===== src/rtl/ft_de_btb.sv =====
// ft_de_btb: fetch-to-decode pipeline register plus a small fully associative
// branch target buffer with a post-reset warm-up window that gates hit reporting.
module ft_de_btb #(
    parameter int unsigned XLEN      = 32,
    parameter int unsigned BTB_DEPTH = 4,
    parameter int unsigned WARMUP    = 10
) (
    input  logic            clk,
    input  logic            cpurst_n,
    input  logic [XLEN-1:0] fetch_pc,
    input  logic [31:0]     fetch_instr,
    input  logic            fetch_rv16,
    input  logic            fetch_predict_taken,
    input  logic            fetch_valid,
    input  logic            stall,
    input  logic            flush,
    output logic [XLEN-1:0] de_pc,
    output logic [31:0]     de_instr,
    output logic            de_rv16,
    output logic            de_predict_taken,
    output logic            de_valid,
    input  logic            upd_en,
    input  logic [XLEN-1:0] upd_pc,
    input  logic [XLEN-1:0] upd_target,
    input  logic            btb_inval,
    input  logic [XLEN-1:0] lookup_pc,
    output logic            btb_hit,
    output logic [XLEN-1:0] btb_target,
    output logic            btb_ready
);

    localparam int unsigned   IW       = (BTB_DEPTH > 1) ? $clog2(BTB_DEPTH) : 1;
    localparam logic [7:0]    WARM_CNT = 8'(WARMUP);
    localparam logic [IW-1:0] LAST_IDX = IW'(BTB_DEPTH - 1);

    // Pipeline register state
    logic [XLEN-1:0]      r_de_pc;
    logic [31:0]          r_de_instr;
    logic                 r_de_rv16;
    logic                 r_de_predict_taken;
    logic                 r_de_valid;

    // BTB state
    logic [BTB_DEPTH-1:0] r_valid;
    logic [XLEN-1:0]      r_tag    [BTB_DEPTH];
    logic [XLEN-1:0]      r_target [BTB_DEPTH];
    logic [IW-1:0]        r_ptr;
    logic [7:0]           r_warm;

    // Combinational helpers
    logic                 w_look_hit;
    logic [XLEN-1:0]      w_look_target;
    logic                 w_upd_hit;
    logic [IW-1:0]        w_upd_idx;
    logic                 w_free_any;
    logic [IW-1:0]        w_free_idx;
    logic [IW-1:0]        w_alloc_idx;
    logic                 w_ready;

    // Decode pipeline register: stall holds everything, flush squashes payload but keeps PC
    always_ff @(posedge clk or negedge cpurst_n) begin
        if (!cpurst_n) begin
            r_de_pc            <= '0;
            r_de_instr         <= '0;
            r_de_rv16          <= 1'b0;
            r_de_predict_taken <= 1'b0;
            r_de_valid         <= 1'b0;
        end else if (!stall) begin
            r_de_pc <= fetch_pc;
            if (flush) begin
                r_de_instr         <= '0;
                r_de_rv16          <= 1'b0;
                r_de_predict_taken <= 1'b0;
                r_de_valid         <= 1'b0;
            end else begin
                r_de_instr         <= fetch_instr;
                r_de_rv16          <= fetch_rv16;
                r_de_predict_taken <= fetch_predict_taken;
                r_de_valid         <= fetch_valid;
            end
        end
    end

    assign de_pc            = r_de_pc;
    assign de_instr         = r_de_instr;
    assign de_rv16          = r_de_rv16;
    assign de_predict_taken = r_de_predict_taken;
    assign de_valid         = r_de_valid;

    // Lookup: full-tag compare of lookup_pc against every valid entry
    always_comb begin
        w_look_hit    = 1'b0;
        w_look_target = '0;
        for (int unsigned i = 0; i < BTB_DEPTH; i++) begin
            if (r_valid[i] && (r_tag[i] == lookup_pc)) begin
                w_look_hit    = 1'b1;
                w_look_target = r_target[i];
            end
        end
    end

    // Update slot selection: existing match, else lowest free entry, else replacement pointer
    always_comb begin
        w_upd_hit  = 1'b0;
        w_upd_idx  = '0;
        w_free_any = 1'b0;
        w_free_idx = '0;
        for (int unsigned i = 0; i < BTB_DEPTH; i++) begin
            if (r_valid[i] && (r_tag[i] == upd_pc)) begin
                w_upd_hit = 1'b1;
                w_upd_idx = IW'(i);
            end
            if (!r_valid[i] && !w_free_any) begin
                w_free_any = 1'b1;
                w_free_idx = IW'(i);
            end
        end
    end

    assign w_alloc_idx = w_upd_hit ? w_upd_idx : (w_free_any ? w_free_idx : r_ptr);

    // BTB storage: invalidate wins over update; pointer only advances on a full-table eviction
    always_ff @(posedge clk or negedge cpurst_n) begin
        if (!cpurst_n) begin
            r_valid <= '0;
            r_ptr   <= '0;
            for (int unsigned i = 0; i < BTB_DEPTH; i++) begin
                r_tag[i]    <= '0;
                r_target[i] <= '0;
            end
        end else if (btb_inval) begin
            r_valid <= '0;
            r_ptr   <= '0;
        end else if (upd_en) begin
            // On a tag match valid/tag are rewritten with identical values, so only the target changes
            r_valid[w_alloc_idx]  <= 1'b1;
            r_tag[w_alloc_idx]    <= upd_pc;
            r_target[w_alloc_idx] <= upd_target;
            if (!w_upd_hit && !w_free_any) begin
                r_ptr <= (r_ptr == LAST_IDX) ? '0 : r_ptr + 1'b1;
            end
        end
    end

    // Warm-up counter: counts cycles since reset release, saturating at WARMUP
    always_ff @(posedge clk or negedge cpurst_n) begin
        if (!cpurst_n) begin
            r_warm <= '0;
        end else if (r_warm != WARM_CNT) begin
            r_warm <= r_warm + 8'd1;
        end
    end

    assign w_ready    = (r_warm == WARM_CNT);
    assign btb_ready  = w_ready;
    assign btb_hit    = w_ready && w_look_hit;
    assign btb_target = (w_ready && w_look_hit) ? w_look_target : '0;

endmodule


===== config.mk =====
export PLATFORM = sky130hd
export DESIGN_NAME = ft_de_btb
export DESIGN_NICKNAME = d
export VERILOG_FILES = /design/src/rtl/ft_de_btb.sv
export SDC_FILE = /design/constraint.sdc
export NUM_CORES = 1
export LEC_CHECK = 0
export ABC_CLOCK_PERIOD_IN_PS = 5300
export BUFFER_PORTS_ARGS = -buffer_cell sky130_fd_sc_hd__buf_2
export CORE_AREA = 5 5 176 178
export CTS_CLUSTER_DIAMETER = 50
export DETAILED_ROUTE_END_ITERATION = 7
export DIE_AREA = 0 0 181 183
export MAX_ROUTING_LAYER = met4
export PLACE_DENSITY = 0.88
export SETUP_SLACK_MARGIN = 0.2
export SLEW_MARGIN = 20
export SYNTH_ARGS = -nofsm -noshare
export SYNTH_HDL_FRONTEND = slang
export SYNTH_SLANG_ARGS = --single-unit

===== constraint.sdc =====
create_clock -name clk -period 5.3 [get_ports clk]
set_clock_uncertainty 0.2 [all_clocks]
set_input_delay 0.53 -clock clk [delete_from_list [all_inputs] [get_ports clk]]
set_output_delay 0.53 -clock clk [all_outputs]
set_load 0.05 [all_outputs]

==> results.py, run 1 <==
metrics = {
    "outcome": {
        "status": "finished, final reports clean",
    },
    "power": {
        "power_frac_seq_pct": 43.9,
        "p_sw_w": 0.00269,
        "power.clock.fraction_pct": 31.7,
        "swShare_pct": 32.7,
        "combinationalPowerShare_pct": 24.4,
        "leakage_nw": 9.15,
        "intPower_w": 0.00553,
        "ir_worst_vdd_uv": 297,
        "power_density_nw_per_um2": 403,
    },
    "sta": {
        "slew_headroom_pct": 36.7,
        "tightestPinTransition_ps": 950,
        "rsz0062_at_grt": "no",
        "hold_violations": 0,
        "setup_viol_count_final": 0,
        "slew_violations": 0,
        "fmax_mhz": 207,
        "fin_crit_sh_pct": 91.3,
        "tns_ps": 0,
        "fin_crit_ps": 4840,
    },
    "synthesis": {
        "yosysUniqueCellTypes": 46,
        "syn_inst": 1528,
        "yosys_warnings": 0,
        "yosys_register_bits": 337,
        "syn_area_per_cell_sq_um": 11.6,
        "synth_area_sq_um": 17700,
        "synthFlopType": "dfrtp_1",
        "synth_nets": 1700,
        "yosysSeqAreaShare_pct": 47.5,
        "synth_enable_flop_cells": 0,
        "synthArstFlopShare_pct": 100,
    },
    "die": {
        "die_area_sq_um": 33100,
        "die_x_um": 181,
        "fp.coreArea_sq_um": 29200,
        "rows": 63,
        "io_pins": 270,
        "start_util_pct": 60.7,
        "die_y_um": 183,
    },
    "grt": {
        "grt_max_degree": 127,
        "grt_pass1_vias": 13700,
        "grt-ovfl-total": 0,
        "grt_usage_pct": 31.7,
        "antenna_found_initial": 7,
        "grt_pass1_wl_um": 79700,
    },
    "clock_tree": {
        "clock-root-buffer": "clkbuf_16",
        "cts_tree": "yes",
        "ctsResizeCount": 0,
        "clock_sinks": 337,
        "worstSkewPairLatency_ps": 540,
        "path_clk_slew_ps": 60,
        "htree_levels": 2,
        "cts_buffer_depth": 3,
        "numCtsBuffers": 40,
    },
    "finish": {
        "multi_input_area_sq_um": 8400,
        "syn2layout_area_growth_pct": 14.9,
        "seq_area_sq_um": 8430,
        "final_cell_count_no_fill": 2165,
        "drive_above_1_share_pct": 30.2,
        "final_nets": 1909,
        "fillers": 2047,
    },
    "route": {
        "viasPerCell": 6.03,
        "dr.pass1.iters": 5,
        "routed_wl_um": 51700,
        "drc": 0,
        "ant_nets": 0,
        "drtIter0Drc": 1222,
        "wire_per_inst_um": 23.9,
        "vias": 13100,
    },
    "placement": {
        "hpwl_um": 37100,
        "gp_congestion": 1.12,
        "dp_cells": 2084,
        "io_buffers": 269,
    },
    "setup_path": {
        "cp-start-kind": "register",
        "crit_fanout": 65,
        "crit_required_ps": 4570,
        "critical_path_class": "register to output port",
        "cp.arrival_ps": 4110,
        "critPathCaptureType": "output port",
    },
    "run": {
        "maxCapViolCount": 0,
    },
    "min_path": {
        "hold_class": "input port to register",
    },
}
[what timing repair did]
action                    CTS  global route
hold endpoints to repair  104             0
hold buffers                1             0
buffers inserted            0             0
[per-layer routing]
metal	GRT usage, %	share of wire [%]	up-vias
li1	-	-	5721
met1	41.2	41	6611
met2	51.5	48	611
met3	5.69	7.2	107
met4	9.82	3.2	0
met5	-	0	-
[area by class of cell]
type | instances | area share [%]
sequential | 337 | 41.3
multi-input combinational | 997 | 41.2
timing repair buffer | 286 | 7.47
clock buffer | 56 | 5.50
tap | 390 | 2.39
inverter | 75 | 1.38
clock inverter | 15 | 0.601
antenna | 9 | 0.110
[worst max-delay path, cell delays in order (launching register included)]
cell	delay, ps
dfrtp_1	410
xnor2_1	240
nand4_1	220
nor4_1	630
nand4_1	330
buf_4	430
nand4_1	170
nand2_1	70
buf_4	300
a211oi_1	400
buf_2	350
[power by group through the flow]
stage	logic (W)	registers [W]	clock network, W
finish	0.00201	0.00361	0.00260
global route	0.00212	0.00366	0.00273
CTS	0.00198	0.00359	0.00262
detailed placement	0.00196	0.00362	0
global placement	0.00192	0.00358	0
floorplan	0.00121	0.00366	0
[cells in the final DEF, fill, tap and decap left out, types with 11 or more instances in the layout]
master     Yosys  routed
dfrtp_1      337     337
buf_2         28     268
xnor2_1      189     189
o21ai_0      134     134
mux2_2       128     128
mux2_1       111     111
inv_1         75      75
xor2_1        71      71
nand4_1       56      56
mux2_4        49      49
nand2_1       45      45
nand2b_1      40      40
clkbuf_16      0      40
nor4_1        39      39
o21a_1        32      32
a211oi_1      32      32
nand3_1       19      19
buf_4          1      13
nor3_1        11      11
[synthesized netlist by cell type, types with 2 or more instances]
master | n | share of area [%]
a21o_1 | 3 | 0.13
and3_1 | 4 | 0.14
xor2_1 | 71 | 3.5
a31o_2 | 2 | 0.099
nand3_1 | 19 | 0.54
nor4_1 | 39 | 1.4
dfrtp_1 | 337 | 48
nand2b_1 | 40 | 1.4
nor3_1 | 11 | 0.31
a21oi_1 | 3 | 0.085
o21a_1 | 32 | 1.4
a211oi_1 | 32 | 1.4
buf_6 | 22 | 1.4
mux2_2 | 128 | 8.1
mux2_1 | 111 | 7.0
xnor2_1 | 189 | 9.3
buf_2 | 28 | 0.79
nor2_1 | 6 | 0.13
nand4_1 | 56 | 2.0
o21ai_0 | 134 | 3.8
nand4b_1 | 2 | 0.099
clkbuf_1 | 64 | 1.4
nand2_1 | 45 | 0.95
inv_1 | 75 | 1.6
mux2_4 | 49 | 4.1
buf_1 | 4 | 0.085
ha_1 | 3 | 0.21
[final timing paths]
path                       cells after the start        endpoint  slack (ps)    startpoint
min reg2reg                                    1    r_target[80]         280  r_target[80]
min                                            2       de_pc[10]          30  fetch_pc[10]
max reg2reg                                    8       r_tag[36]        1190     r_tag[32]
max in group asynchronous                      3    r_target[20]        3260      cpurst_n
max                                           10  btb_target[28]         460     r_tag[20]
min in group asynchronous                      2        de_valid         440      cpurst_n
[flip-flops by register name, indices dropped and copies added (netlist names)]
| signal | cells |
|---|---|
| de_pc | 32 |
| de_instr | 32 |
| de_rv16 | 1 |
| r_tag | 128 |
| r_target | 128 |
| r_warm | 8 |
| r_valid | 4 |
| r_ptr | 2 |
| de_valid | 1 |
| de_predict_taken | 1 |
[cell families after synthesis]
logic type	count (synthesis)	synth area share, %
DFF	337	47.5
AOI/OAI and AO/OA	215	7.40
xor gates and xnor gates	260	12.8
adders and majority gates	3	0.212
buffers and inverters	194	5.25
muxes	289	19.4
and+or+nand+nor	230	7.42
[per-stage QoR]
stage / util [%] / total power (W) / worst slack, ps / hold WS (ps) / instance area (sq um)
finish: 69.7 / 0.00822 / 459 / 28.9 / 20400
global route: 69.7 / 0.00852 / 489 / 23.5 / 20400
CTS: 69.7 / 0.00820 / 623 / 14.6 / 20400
detailed placement: 65.4 / 0.00558 / 913 / 268 / 19100
global placement: 65.4 / 0.00550 / 914 / 254 / 19100
floorplan: - / 0.00487 / 458 / 34.4 / 17700
No activity file was read; power rests on OpenSTA's default activity.
==> run 2: changes to the inputs <==
--- a/config.mk
+++ b/config.mk
@@ -8,6 +8,7 @@
 export ABC_CLOCK_PERIOD_IN_PS = 5300
 export BUFFER_PORTS_ARGS = -buffer_cell sky130_fd_sc_hd__buf_2
 export CORE_AREA = 5 5 176 178
+export CTS_BUF_LIST = sky130_fd_sc_hd__clkbuf_4
 export CTS_CLUSTER_DIAMETER = 50
 export DETAILED_ROUTE_END_ITERATION = 7
 export DIE_AREA = 0 0 181 183
==> results.py, run 2 (synthesis results as in run 1) <==
metrics = {
    "die": {
        "die_y_um": 183,
        "rows": 63,
        "fp.coreArea_sq_um": 29200,
        "start_util_pct": 60.7,
        "io_pins": 270,
        "die_x_um": 181,
        "die_area_sq_um": 33100,
    },
    "sta": {
        "fin_crit_ps": 4940,
        "tns_ps": 0,
        "hold_violations": 0,
        "fin_crit_sh_pct": 93.1,
        "fmax_mhz": 203,
        "setup_slack_ps": 364,
        "worst_hold_slack_ps": 116,
        "setup_viol_count_final": 0,
        "rsz0062_at_grt": "no",
        "slew_violations": 0,
        "tightestPinTransition_ps": 981,
        "slew_headroom_pct": 34.6,
    },
    "setup_path": {
        "crit_fanout": 65,
        "cpMostUsedCell": "nand4_1",
        "r2r_setup_slack_ps": 1200,
        "slowest_delay_ps": 570,
        "critPathCaptureType": "output port",
        "critPathBufInv": 3,
        "critical_path.slowest_cell": "nor4_1",
        "critical_path.cell_chain": "xnor2_1, nand4_1, nor4_1, nand4_1, buf_4, nand4_1, nand2_1, buf_4, a211oi_1, buf_2",
        "critical_path_class": "register to output port",
        "cp-start-kind": "register",
        "cp.arrival_ps": 4210,
        "crit_required_ps": 4570,
        "path_delay_family": "simple AND/OR/NAND/NOR gates",
    },
    "finish": {
        "top_regs": "r_tag x128, r_target x128",
        "drive_above_1_share_pct": 31.1,
        "layout_common_cells": "dfrtp_1 (337), buf_2 (268), xnor2_1 (189)",
        "final_nets": 2091,
        "final_cell_count_no_fill": 2376,
        "syn2layout_area_growth_pct": 21.7,
        "layout_commonest_cell": "dfrtp_1",
        "post-route-util_pct": 73.8,
        "fillers": 1871,
    },
    "clock_tree": {
        "worstSkewPairLatency_ps": 740,
        "htree_levels": 3,
        "clock-root-buffer": "clkbuf_4",
        "path_clk_slew_ps": 70,
        "cts_setup_buffers": 0,
        "cts_tree": "yes",
        "cts_buffer_depth": 3,
        "numCtsBuffers": 90,
        "clock_sinks": 337,
    },
    "route": {
        "routed_wl_um": 58300,
        "wire_per_inst_um": 24.5,
        "vias": 14400,
        "ant_nets": 0,
        "drc": 0,
        "drtIter0Drc": 1694,
        "dr.pass1.iters": 5,
        "viasPerCell": 6.06,
    },
    "grt": {
        "grt_max_degree": 127,
        "antenna_found_initial": 5,
        "grt-ovfl-total": 0,
        "grt_pass1_wl_um": 89700,
        "grt_usage_pct": 35.8,
        "grt_pass1_vias": 15200,
    },
    "power": {
        "leakage_nw": 9.76,
        "power.clock.fraction_pct": 29.0,
        "intPower_w": 0.00531,
        "ir_worst_vdd_uv": 251,
        "power_density_nw_per_um2": 375,
        "swShare_pct": 34.5,
        "power_frac_seq_pct": 44.8,
        "combinationalPowerShare_pct": 26.2,
        "p_sw_w": 0.00279,
    },
    "run": {
        "maxCapViolCount": 0,
    },
    "placement": {
        "place_worst_setup_slack_ps": 913,
        "gp_congestion": 1.12,
        "hpwl_um": 37100,
        "io_buffers": 269,
        "dp_cells": 2084,
    },
    "outcome": {
        "status": "finished, final reports clean",
    },
    "min_path": {
        "hold_class": "input port to register",
    },
}
==> run 2: worst paths after layout <==
kind	startpoint	to	cells past startpoint
max	r_tag[20]	btb_target[3]	10
min	upd_en	r_ptr[0]	4
max reg2reg	r_tag[49]	r_tag[36]	8
min reg2reg	de_instr[5]	de_instr[5]	2
max in group asynchronous	cpurst_n	r_target[120]	3
min in group asynchronous	cpurst_n	de_instr[15]	2
==> run 2: area by class of cell <==
class	instances	area, sq um	share of cell area, %
flip-flops and latches	337	8430	39.1
inverters	75	282	1.30
repair buffers	418	2850	13.2
multi-input cells	997	8400	38.9
well taps	390	488	2.26
clock inverters	16	105	0.487
diodes	7	17.5	0.0811
clock buffers	136	1020	4.73
==> run 2: what timing repair did <==
action                                 in CTS  in global routing
resized for setup                           0                  0
setup endpoints to repair                   0                  0
hold buffers                              133                  0
endpoints found under the hold margin     424                  0
==> run 2: per-layer routing <==
layer | vias to the layer above | global-route usage, % | routed length [um]
li1 | 6105 | - | -
met5 | - | - | 0
met2 | 874 | 56.9 | 27900
met3 | 159 | 7.46 | 4950
met4 | 0 | 13.5 | 2150
met1 | 7265 | 45.9 | 23300
==> run 2: power groups by stage <==
stage	clock network [W]	logic [W]	registers, W
finish	0.00235	0.00212	0.00363
global route	0.00250	0.00223	0.00368
CTS	0.00236	0.00205	0.00358
detailed placement	0	0.00196	0.00362
global placement	0	0.00192	0.00358
floorplan	0	0.00121	0.00366
==> run 2: stage by stage <==
| step | total power (W) | area, sq um |
|---|---|---|
| after detailed placement | 0.00558 | 19100 |
| after CTS | 0.00800 | 21600 |
| after global routing | 0.00841 | 21600 |
| final | 0.00810 | 21600 |
| after global placement | 0.00550 | 19100 |
| after floorplan | 0.00487 | 17700 |
==> run 2: worst reg2reg max path: stages, from the launching register on <==
cell and delay, ps:
dfrtp_1 420, xnor2_1 420, nand2_1 170, a2111oi_1 660
a32oi_1 270, a221oi_4 510, o211a_4 530, buf_4 440
mux2_4 350
